`src/rtl/instruction_loader.sv`:
```
// Program loader: packs a big-endian byte stream into 32-bit words and writes them
// through the instruction memory debug port until a HALT word or memory full.
module instruction_loader #(
    parameter int unsigned NBITS     = 8,
    parameter int unsigned INST_BITS = 32,
    parameter int unsigned CELLS     = 256,
    parameter logic [INST_BITS-1:0] HALT_WORD = 32'hFFFFFFFF
) (
    input  logic                       i_clk,
    input  logic                       i_rst,
    input  logic                       i_start,
    input  logic [NBITS-1:0]           i_byte,
    input  logic                       i_byte_valid,
    output logic                       o_byte_ready,
    output logic [INST_BITS-1:0]       o_dbg_addr,
    output logic [INST_BITS-1:0]       o_dbg_inst,
    output logic                       o_dbg_wr_en,
    output logic                       o_busy,
    output logic                       o_done,
    output logic                       o_error,
    output logic [$clog2(CELLS)-1:0]   o_word_count
);

    localparam int unsigned AW  = $clog2(CELLS) + 1;
    localparam int unsigned WCW = $clog2(CELLS);

    typedef enum logic [2:0] {
        StIdle,
        StRecv,
        StSetup,
        StWrite,
        StHold,
        StDone,
        StError
    } state_e;

    state_e                 state_q, state_d;
    logic [AW-1:0]          addr_q, addr_d;
    logic [1:0]             byte_cnt_q, byte_cnt_d;
    logic [WCW-1:0]         word_count_q, word_count_d;
    logic [INST_BITS-1:0]   buf_q, buf_d;
    logic [INST_BITS-1:0]   dbg_addr_q, dbg_addr_d;
    logic [INST_BITS-1:0]   dbg_inst_q, dbg_inst_d;
    logic                   wr_en_q, wr_en_d;
    logic                   ready_q, ready_d;
    logic                   busy_q, busy_d;
    logic                   done_q, done_d;
    logic                   error_q, error_d;
    logic                   accept;
    logic [AW-1:0]          addr_next;

    // ready_q is only ever high in StRecv, so it alone qualifies a byte
    assign accept    = ready_q & i_byte_valid;
    assign addr_next = addr_q + AW'(4);

    always_comb begin
        state_d      = state_q;
        addr_d       = addr_q;
        byte_cnt_d   = byte_cnt_q;
        word_count_d = word_count_q;
        buf_d        = buf_q;
        dbg_addr_d   = dbg_addr_q;
        dbg_inst_d   = dbg_inst_q;
        done_d       = done_q;
        error_d      = error_q;

        unique case (state_q)
            StIdle, StDone, StError: begin
                if (i_start) begin
                    addr_d       = '0;
                    byte_cnt_d   = '0;
                    word_count_d = '0;
                    done_d       = 1'b0;
                    error_d      = 1'b0;
                    state_d      = StRecv;
                end
            end
            StRecv: begin
                if (accept) begin
                    buf_d      = {buf_q[INST_BITS-NBITS-1:0], i_byte};
                    byte_cnt_d = byte_cnt_q + 2'd1;
                    if (byte_cnt_q == 2'd3) begin
                        state_d = StSetup;
                    end
                end
            end
            StSetup: begin
                dbg_addr_d = {{(INST_BITS-AW){1'b0}}, addr_q};
                dbg_inst_d = buf_q;
                state_d    = StWrite;
            end
            StWrite: begin
                state_d = StHold;
            end
            StHold: begin
                word_count_d = word_count_q + WCW'(1);
                addr_d       = addr_next;
                byte_cnt_d   = '0;
                // HALT wins over a full memory
                if (buf_q == HALT_WORD) begin
                    done_d  = 1'b1;
                    state_d = StDone;
                end else if (addr_next == AW'(CELLS)) begin
                    error_d = 1'b1;
                    state_d = StError;
                end else begin
                    state_d = StRecv;
                end
            end
            default: begin
                state_d = StIdle;
            end
        endcase

        // Strobe lags the WRITE state by one register so addr/inst settle a cycle first
        wr_en_d = (state_q == StWrite);
        ready_d = (state_d == StRecv);
        busy_d  = (state_d == StRecv) || (state_d == StSetup) ||
                  (state_d == StWrite) || (state_d == StHold);
    end

    always_ff @(posedge i_clk or negedge i_rst) begin
        if (!i_rst) begin
            state_q      <= StIdle;
            addr_q       <= '0;
            byte_cnt_q   <= '0;
            word_count_q <= '0;
            buf_q        <= '0;
            dbg_addr_q   <= '0;
            dbg_inst_q   <= '0;
            wr_en_q      <= 1'b0;
            ready_q      <= 1'b0;
            busy_q       <= 1'b0;
            done_q       <= 1'b0;
            error_q      <= 1'b0;
        end else begin
            state_q      <= state_d;
            addr_q       <= addr_d;
            byte_cnt_q   <= byte_cnt_d;
            word_count_q <= word_count_d;
            buf_q        <= buf_d;
            dbg_addr_q   <= dbg_addr_d;
            dbg_inst_q   <= dbg_inst_d;
            wr_en_q      <= wr_en_d;
            ready_q      <= ready_d;
            busy_q       <= busy_d;
            done_q       <= done_d;
            error_q      <= error_d;
        end
    end

    assign o_byte_ready = ready_q;
    assign o_dbg_addr   = dbg_addr_q;
    assign o_dbg_inst   = dbg_inst_q;
    assign o_dbg_wr_en  = wr_en_q;
    assign o_busy       = busy_q;
    assign o_done       = done_q;
    assign o_error      = error_q;
    assign o_word_count = word_count_q;

endmodule

```
`config.mk`:
```
export PLATFORM = sky130hd
export DESIGN_NAME = instruction_loader
export DESIGN_NICKNAME = d
export VERILOG_FILES = /design/src/rtl/instruction_loader.sv
export SDC_FILE = /design/constraint.sdc
export NUM_CORES = 1
export LEC_CHECK = 0
export ABC_AREA = 0
export BUFFER_PORTS_ARGS = -buffer_cell sky130_fd_sc_hd__buf_4
export CELL_PAD_IN_SITES_DETAIL_PLACEMENT = 1
export CELL_PAD_IN_SITES_GLOBAL_PLACEMENT = 2
export CORE_UTILIZATION = 34
export CTS_BUF_LIST = sky130_fd_sc_hd__clkbuf_4
export CTS_CLUSTER_DIAMETER = 150
export DETAILED_ROUTE_END_ITERATION = 7
export PLACE_DENSITY = 0.82
export SYNTH_ARGS = -nofsm -noshare
export SYNTH_HDL_FRONTEND = slang
export SYNTH_SLANG_ARGS = --single-unit
```
`constraint.sdc`:
```
create_clock -name i_clk -period 1.74 [get_ports i_clk]
set_clock_uncertainty 0.05 [all_clocks]
set_input_delay 0.087 -clock i_clk [delete_from_list [all_inputs] [get_ports i_clk]]
set_output_delay 0.087 -clock i_clk [all_outputs]
set_load 0.01 [all_outputs]
```
; ---- After elaboration in Yosys (flattened, before gate mapping)
; Cells that the tools add are included.
[word_totals]
in_bits = 12
elab_cells = 65
ff_bits = 100
[op_classes]
reduce_logical = 12
mux = 19
add_sub_neg = 3
bitwise_logic = 1
n_eq_ne = 18
[op_table]
columns = operator, count
row1 = $eq A32 B32 Y1 const B, 1
row2 = $pmux W9 S2, 1
row3 = $pmux W8 S2, 1
row4 = $mux W3, 5
row5 = $pmux W3 S5, 1
row6 = $eq A3 B2 Y1 const B, 4
row7 = $eq A3 B3 Y1 const B, 4
row8 = $ne A2 B2 Y1 const B, 5
row9 = $add A9 B3 Y9 const B, 1
row10 = $eq A9 B9 Y1 const B, 1
row11 = $mux W9, 1
row12 = $add A8 B1 Y8 const B, 1
row13 = $mux W8, 1
row14 = $eq A3 B1 Y1 const B, 2
row15 = $pmux W2 S3, 1
row16 = $reduce_and A3 Y1, 2
row17 = $mux W1, 4
row18 = $mux W2, 2
row19 = $pmux W1 S2, 2
row20 = $reduce_and A2 Y1, 2
row21 = $reduce_and A4 Y1, 1
row22 = $logic_not A3 Y1, 1
row23 = $logic_or A1 B1 Y1, 3
row24 = $reduce_bool A3 Y1, 1
row25 = 5 further kinds, 5

; ---- Depth between registers and ports, before layout
; Gate-level depths: netlist (run 1).
[depth]
depth_word = 9
depth_mapped = 6

; ---- Worst setup path before layout (run 1)
; Ideal clock, no wire load.
[synth_path]
path_kind = reg2reg
start = reg state_q[1]
end = reg buf_q[14]
arrival_time_ns = 1.452
path_stages_with_launch = 5
path_slack_ns = 0.114
setup_time_ns = 0.125
synth_period_minus_slack_ns = 1.626
cell_sequence = dfrtp_1 > nand2b_4 > nor3_4 > buf_6 > mux2_2
[synth_between]
elab_chain_cells = 2
[synth_lines]
columns = item, line_no
row1 = from (decl), 37  ; state_e state_q, state_d;
row2 = from (signal assigned), 124  ; state_q <= StIdle;
row3 = from (signal assigned), 137  ; state_q <= state_d;
row4 = $eq A3 B1 Y1, 67  ; unique case (state_q)
row5 = $reduce_and A2 Y1 (no source line), n/a
row6 = to (signal assigned), 141  ; buf_q <= buf_d;
row7 = to (decl), 41  ; logic [INST_BITS-1:0] buf_q, buf_d;
; Every way passes these cells.
; A chain may end at the register's enable or synchronous reset.

; ---- Worst setup path in the final report (run 1)
[layout_path]
start = reg state_q[2]
end = reg dbg_addr_q[2] (netlist: o_dbg_addr[2])
[layout_between]
elab_chain_cells = 1
[layout_lines]
columns = item, line_no
row1 = $eq A3 B2 Y1, 67
row2 = to (signal assigned), 142  ; dbg_addr_q <= dbg_addr_d;
row3 = to (decl), 42  ; logic [INST_BITS-1:0] dbg_addr_q, dbg_addr_d;
; Every way passes these cells.

==> reports/metrics.yaml, run 1 <==
outcome:
  outcome: "complete, no violations"
placement:
  gp_congestion: 0.751
  dpl-instance-area_um2: 5100
  dp.final_hpwl_mm: 6.86
  port_buffers: 63
global_route:
  grt_usage_pct: 16.0
  grt_antenna_before_repair: 0
  met2_usage_pct: 27.3
  grt_use_met1_pct: 20.0
  grt_remaining_overflow: 0
  grt_max_degree: 43
  grt-busiest-layer: "met2"
  grt_pass1_wl_mm: 16.2
  grt_pass1_vias: 3159
  use_met3_pct: 3.90
timing:
  hold_slack_ns: 0.0872
  setup_viol: 0
  setup_tns_ns: 0
  fmax_ghz: 0.590
  period_share_pct: 97.4
  min_period_ns: 1.69
  rsz0062_at_grt: "yes"
  slew_violations: 0
  hold_viol_final: 0
  worst_pin_slew_ns: 0.534
  relSlewSlack_pct: 64.4
synthesis:
  synth_edf_count: 0
  yosys.area.top_type: "dfrtp_1"
  async_flop_share_pct: 100
  seq_area_frac_synth_pct: 55.2
  syn_area_per_cell_um2: 13.0
  synth_cells: 335
  synth_area_leaders: "dfrtp_1, mux2_2, buf_4"
  ys.flop_type: "dfrtp_1"
  synth_top_area_share_pct: 55.2
  synth-seq-cells: 96
  syn_area_um2: 4350
  synthDistinctLibCells: 52
  ys_warn_count: 0
final_layout:
  final_nets: 455
  drive_gt1_share_pct: 43.2
  multi_input_area_um2: 1750
  fin_util_pct: 44.4
  fill_cells: 1321
  regArea_um2: 2400
  design_area_um2: 5450
  syn_to_final_growth_pct: 25.3
  diodes: 0
clock_network:
  clock_tree.root_cell: "clkbuf_4"
  cts.htree.levels: 3
  clk_pin_slew_ns: 0.16
  cts_tree: "done"
  cts_made_buffers: 9
  cts_buffer_depth: 2
  cts.sinks: 96
  clock_latency_ns: 0.47
detailed_routing:
  vias_per_cell: 4.86
  drt_iter0_drc: 102
  dr.pass1.iters: 4
  drc: 0
  postRouteAntennaNets: 0
  wirelength_mm: 9.96
  vias: 2973
  wl_per_cell_um: 16.3
worst_setup_path:
  r2r_cells: 5
  cp-start-kind: "register"
  r2r_end: "o_dbg_addr[2]"
  reg2reg_slack_ns: 0.05
  crit_type: "register to register"
  path_max_fanout: 19
  rr_startpoint: "state_q[2]"
  cp_data_required_time_ns: 2.05
  worstSetupEndpointType: "register"
  crit_arrival_ns: 2.00
die:
  row_count: 40
  initial_core_util_pct: 35.5
  ioPinCount: 89
  core-area_um2: 12300
  die_x_um: 115
  die_height_um: 115
  die-area_um2: 13200
run:
  drv_cap: 0
power_and_ir_drop:
  p_leak_nw: 2.60
  powerDensity_nw_per_um2: 1420
  p_total_mw: 7.75
  vdd_ir_drop_max_v: 0.000837
worst_hold_path:
  hp-class: "primary input to asynchronous set/reset pin"
==> cells in the final DEF (no fill, tap or decap), drive strengths merged, types with 3 or more instances in the layout <==
cell	Yosys	final
buf	39	99
dfrtp	96	96
mux2	72	72
conb	1	25
nand4	12	12
o21ai	12	12
dlygate4sd3	0	11
clkbuf	4	11
a21oi	9	9
inv	5	8
nand2	7	7
nor2	7	7
nand3	6	6
a21o	5	5
and3	4	4
nor4	4	4
ha	4	4
mux2i	4	4
o22ai	4	4
o221ai	3	3
o211ai	3	3
clkinv	0	3
==> sequential cells by signal (all words and copies together) (netlist names) <==
name          count
o_byte_ready      1
o_error           1
o_word_count      8
o_dbg_inst       32
o_dbg_wr_en       1
buf_q            32
o_busy            1
o_done            1
o_dbg_addr        7
byte_cnt_q        2
addr_q            7
state_q           3
==> logic make-up after synthesis <==
kind of cell	synth area share, %
muxes	19.6
buffers and inverters	7.28
xor gates and xnor gates	0.201
DFF	55.2
other	0.0862
and+or+nand+nor	8.75
adders and majority gates	1.38
AOI/OAI and AO/OA	7.42
==> power by group <==
part	switching, mW	internal, mW
Combinational	1.24	1.71
Clock	0.807	0.307
Sequential	0.615	3.07
==> worst max-delay path, cell delays in order, from the launching register on <==
cell       delay (ns)
dfrtp_1          0.47
buf_4            0.18
nor3b_4          0.18
buf_6            0.16
clkbuf_16        0.20
mux2_2           0.34
==> worst max-delay path by stage <==
| stage | startpoint | endpoint | slack [ns] |
|---|---|---|---|
| floorplan | state_q[1] | buf_q[14] | 0.11 |
| CTS | buf_q[21] | state_q[1] | 0.03 |
| global placement | buf_q[19] | state_q[1] | -0.001 |
| detailed placement | buf_q[19] | o_busy | -0.04 |
| global route | buf_q[17] | state_q[1] | -0.03 |
| finish | state_q[2] | o_dbg_addr[2] | 0.05 |
==> routing by layer <==
layer  share of wire, %  vias to the layer above
met5                  0                        -
met3                3.8                        7
met4               0.73                        0
met2                 51                       69
met1                 44                     1514
li1                   -                     1383
==> metrics by stage <==
step	cells	setup WS (ns)
6_report	612	0.0451
5_1_grt	612	-0.0256
4_1_cts	608	0.0327
3_5_place_dp	578	-0.0420
3_3_place_gp	578	-0.000975
2_1_floorplan	359	0.114
==> synthesized netlist by cell type (5+ instances only) <==
cell / number
inv_1: 5
o21ai_0: 11
nand3_1: 6
buf_2: 9
mux2_1: 10
mux2_2: 62
a21o_1: 5
a21oi_1: 9
dfrtp_1: 96
buf_4: 27
nand4_1: 12
nor2_1: 7
nand2_1: 7
==> what timing repair did <==
action	4_1_cts	5_1_grt
endpoints found under the setup margin	12	20
setup buffers	3	2
pin swaps	0	1
gates resized for setup	5	3
hold buffers	11	0
gates cloned	0	2
hold endpoints to repair	106	0
==> layout make-up <==
type	count	share of cell area, %
timing repair buffer	112	17.3
inverter	5	0.344
tap	168	3.86
multi-input combinational	215	32.1
clock inverter	7	0.964
clock buffer	9	1.24
sequential	96	44.1
(Power assumes the default switching activity.)
==> inputs of run 2 (changes only) <==
--- a/config.mk
+++ b/config.mk
@@ -13,7 +13,8 @@
 export CTS_BUF_LIST = sky130_fd_sc_hd__clkbuf_4
 export CTS_CLUSTER_DIAMETER = 150
 export DETAILED_ROUTE_END_ITERATION = 7
-export PLACE_DENSITY = 0.82
+export PLACE_DENSITY = 0.77
+export SETUP_SLACK_MARGIN = 0.05
 export SYNTH_ARGS = -nofsm -noshare
 export SYNTH_HDL_FRONTEND = slang
 export SYNTH_SLANG_ARGS = --single-unit
==> constraint.sdc (replaced) <==
create_clock -name i_clk -period 1.74 [get_ports i_clk]
set_clock_uncertainty 0.05 [all_clocks]
set_input_delay 0.522 -clock i_clk [delete_from_list [all_inputs] [get_ports i_clk]]
set_output_delay 0.522 -clock i_clk [all_outputs]
set_load 0.01 [all_outputs]
==> run 2 against run 1 <==
Register-to-register slack is essentially flat. Critical path depth is the same. Clock-buffer cell count is the same. Sequential share of layout area shrank 1.9 points. Non-clock buffer count grew 15. Core utilization grew 2.0 points. Largest power group unchanged.
==> reports/metrics.yaml, run 2 (synthesis gave the netlist of run 1 again) <==
outcome:
  outcome: "complete, no violations"
clock_network:
  cts_buffer_depth: 2  # unchanged
  cts.sinks: 96  # unchanged
  cts_made_buffers: 9  # unchanged
  clock_tree.root_cell: "clkbuf_4"
  cts_tree: "done"
  cts.htree.levels: 3  # unchanged
  clk_pin_slew_ns: 0.16  # about the same
  clock_latency_ns: 0.47  # about the same
global_route:
  grt_antenna_before_repair: 0  # unchanged
  grt_pass1_vias: 3107  # -1.6%
  grt_usage_pct: 16.8  # +0.78 points
  grt_pass1_wl_mm: 16.6  # +2.4%
  grt_max_degree: 40  # -7.0%
  grt_remaining_overflow: 0  # unchanged
placement:
  dp.final_hpwl_mm: 7.21  # +5.2%
  post-place-ws_ns: 0.0536  # +0.0956 ns
  dpl-instance-area_um2: 5180  # +1.5%
  port_buffers: 63  # unchanged
  gp_congestion: 0.771  # +2.7%
final_layout:
  fin_util_pct: 46.5  # +2.0 points
  fill_cells: 1296  # -1.9%
  diodes: 0  # unchanged
  regArea_um2: 2410  # +0.16%
  drive_gt1_share_pct: 47.9  # +4.7 points
  syn_to_final_growth_pct: 31.0
  layout_common_cells: "buf_4, dfrtp_1, mux2_2"
  multi_input_area_um2: 1760  # +0.64%
  final_nets: 470  # +3.3%
  layout_commonest_cell: "buf_4"
  design_area_um2: 5700  # +4.6%
power_and_ir_drop:
  p_leak_nw: 2.72  # +4.7%
  p_total_mw: 8.52  # +10%
  powerDensity_nw_per_um2: 1500  # +5.2%
  vdd_ir_drop_max_v: 0.000889  # +6.2%
timing:
  setup_tns_ns: 0  # unchanged
  setup_slack_ns: 0.0578  # +0.0127 ns
  setup_viol: 0  # unchanged
  rsz0062_at_grt: "yes"
  fmax_ghz: 0.594  # +0.76%
  min_period_ns: 1.68  # -0.0127 ns
  slew_violations: 0  # unchanged
  hold_viol_final: 0  # unchanged
  period_share_pct: 96.7  # -0.73 points
die:
  initial_core_util_pct: 35.5  # unchanged
  ioPinCount: 89  # unchanged
  core-area_um2: 12300  # unchanged
  die_height_um: 115  # unchanged
  row_count: 40  # unchanged
  die_x_um: 115  # unchanged
  die-area_um2: 13200  # unchanged
worst_setup_path:
  cp-start-kind: "register"
  critical_path.startpoint: "state_q[2]"
  rr_startpoint: "state_q[2]"
  crit_arrival_ns: 2.01  # about the same
  crit_type: "register to register"
  path_max_fanout: 10  # -9
  critPathCapture: "o_dbg_inst[10]"
  reg2reg_slack_ns: 0.06  # about the same
  cp_data_required_time_ns: 2.06  # about the same
  worstSetupEndpointType: "register"
  r2r_end: "o_dbg_inst[10]"
  r2r_cells: 5  # unchanged
detailed_routing:
  vias: 3041  # +2.3%
  drc: 0  # unchanged
  wl_per_cell_um: 18.2  # +12%
  postRouteAntennaNets: 0  # unchanged
  vias_per_cell: 4.85  # -0.16%
  wirelength_mm: 11.4  # +15%
  dr.pass1.iters: 4  # unchanged
  drt_iter0_drc: 95  # -6.9%
worst_hold_path:
  hp-class: "primary input to register"
run:
  drv_cap: 0  # unchanged
[run 2: cell count changes in the layout (fill, tap and decap cells not counted), moves of 3 or more]
cell and delta:
buf_4 +14, dlygate4sd3_1 -10, buf_6 +5, buf_12 +4
dfrtp_1 -3, dfrtp_2 +3
[run 2: metal layers]
metal / wire (µm) / global-route usage, % / part of all wire [%]
met1: 5080 / 21.2 / 44
met2: 5860 / 28.2 / 51
met3: 329 / 2.85 / 2.9
met4: 157 / 7.62 / 1.4
met5: 0 / 0 / 0
[run 2: layout make-up]
class	instances	area share [%]
clock buffer	9	1.19
clock inverter	7	1.67
multi-input combinational	215	30.9
inverter	5	0.329
sequential	96	42.3
tap	168	3.69
timing repair buffer	127	19.9
[run 2: per-stage QoR]
step	hold WS, ns	std cells
2_1_floorplan	0.176	359
3_3_place_gp	0.423	583
3_5_place_dp	0.437	583
4_1_cts	0.177	605
5_1_grt	0.173	627
6_report	0.199	627
[run 2: worst min-delay path by stage]
stage	start	to	depth (start not counted)
after floorplan	i_rst	addr_q[2]	0
after global placement	o_word_count[7]	o_word_count[7]	1
after detailed placement	i_rst	o_word_count[5]	1
after CTS	i_byte[7]	buf_q[7]	2
after global routing	i_byte[7]	buf_q[7]	2
final	i_byte[7]	buf_q[7]	2
[run 2: critical path, cell delays in order (launching register included)]
cell	delay, ns
dfrtp_2	0.48
buf_12	0.15
nor3b_4	0.20
buf_4	0.18
buf_12	0.15
mux2_2	0.36
[run 2: what timing repair did]
action	4_1_cts	5_1_grt
gates cloned	0	6
pin swaps	0	1
setup endpoints to repair	10	74
setup buffers	5	16
resized for setup	1	16
hold buffers	1	0
endpoints found under the hold margin	22	0
[run 2: power by group]
group | switching, mW | internal [mW]
combinational | 1.42 | 2.00
sequential | 0.643 | 3.07
clock | 0.801 | 0.582
total | 2.87 | 5.66
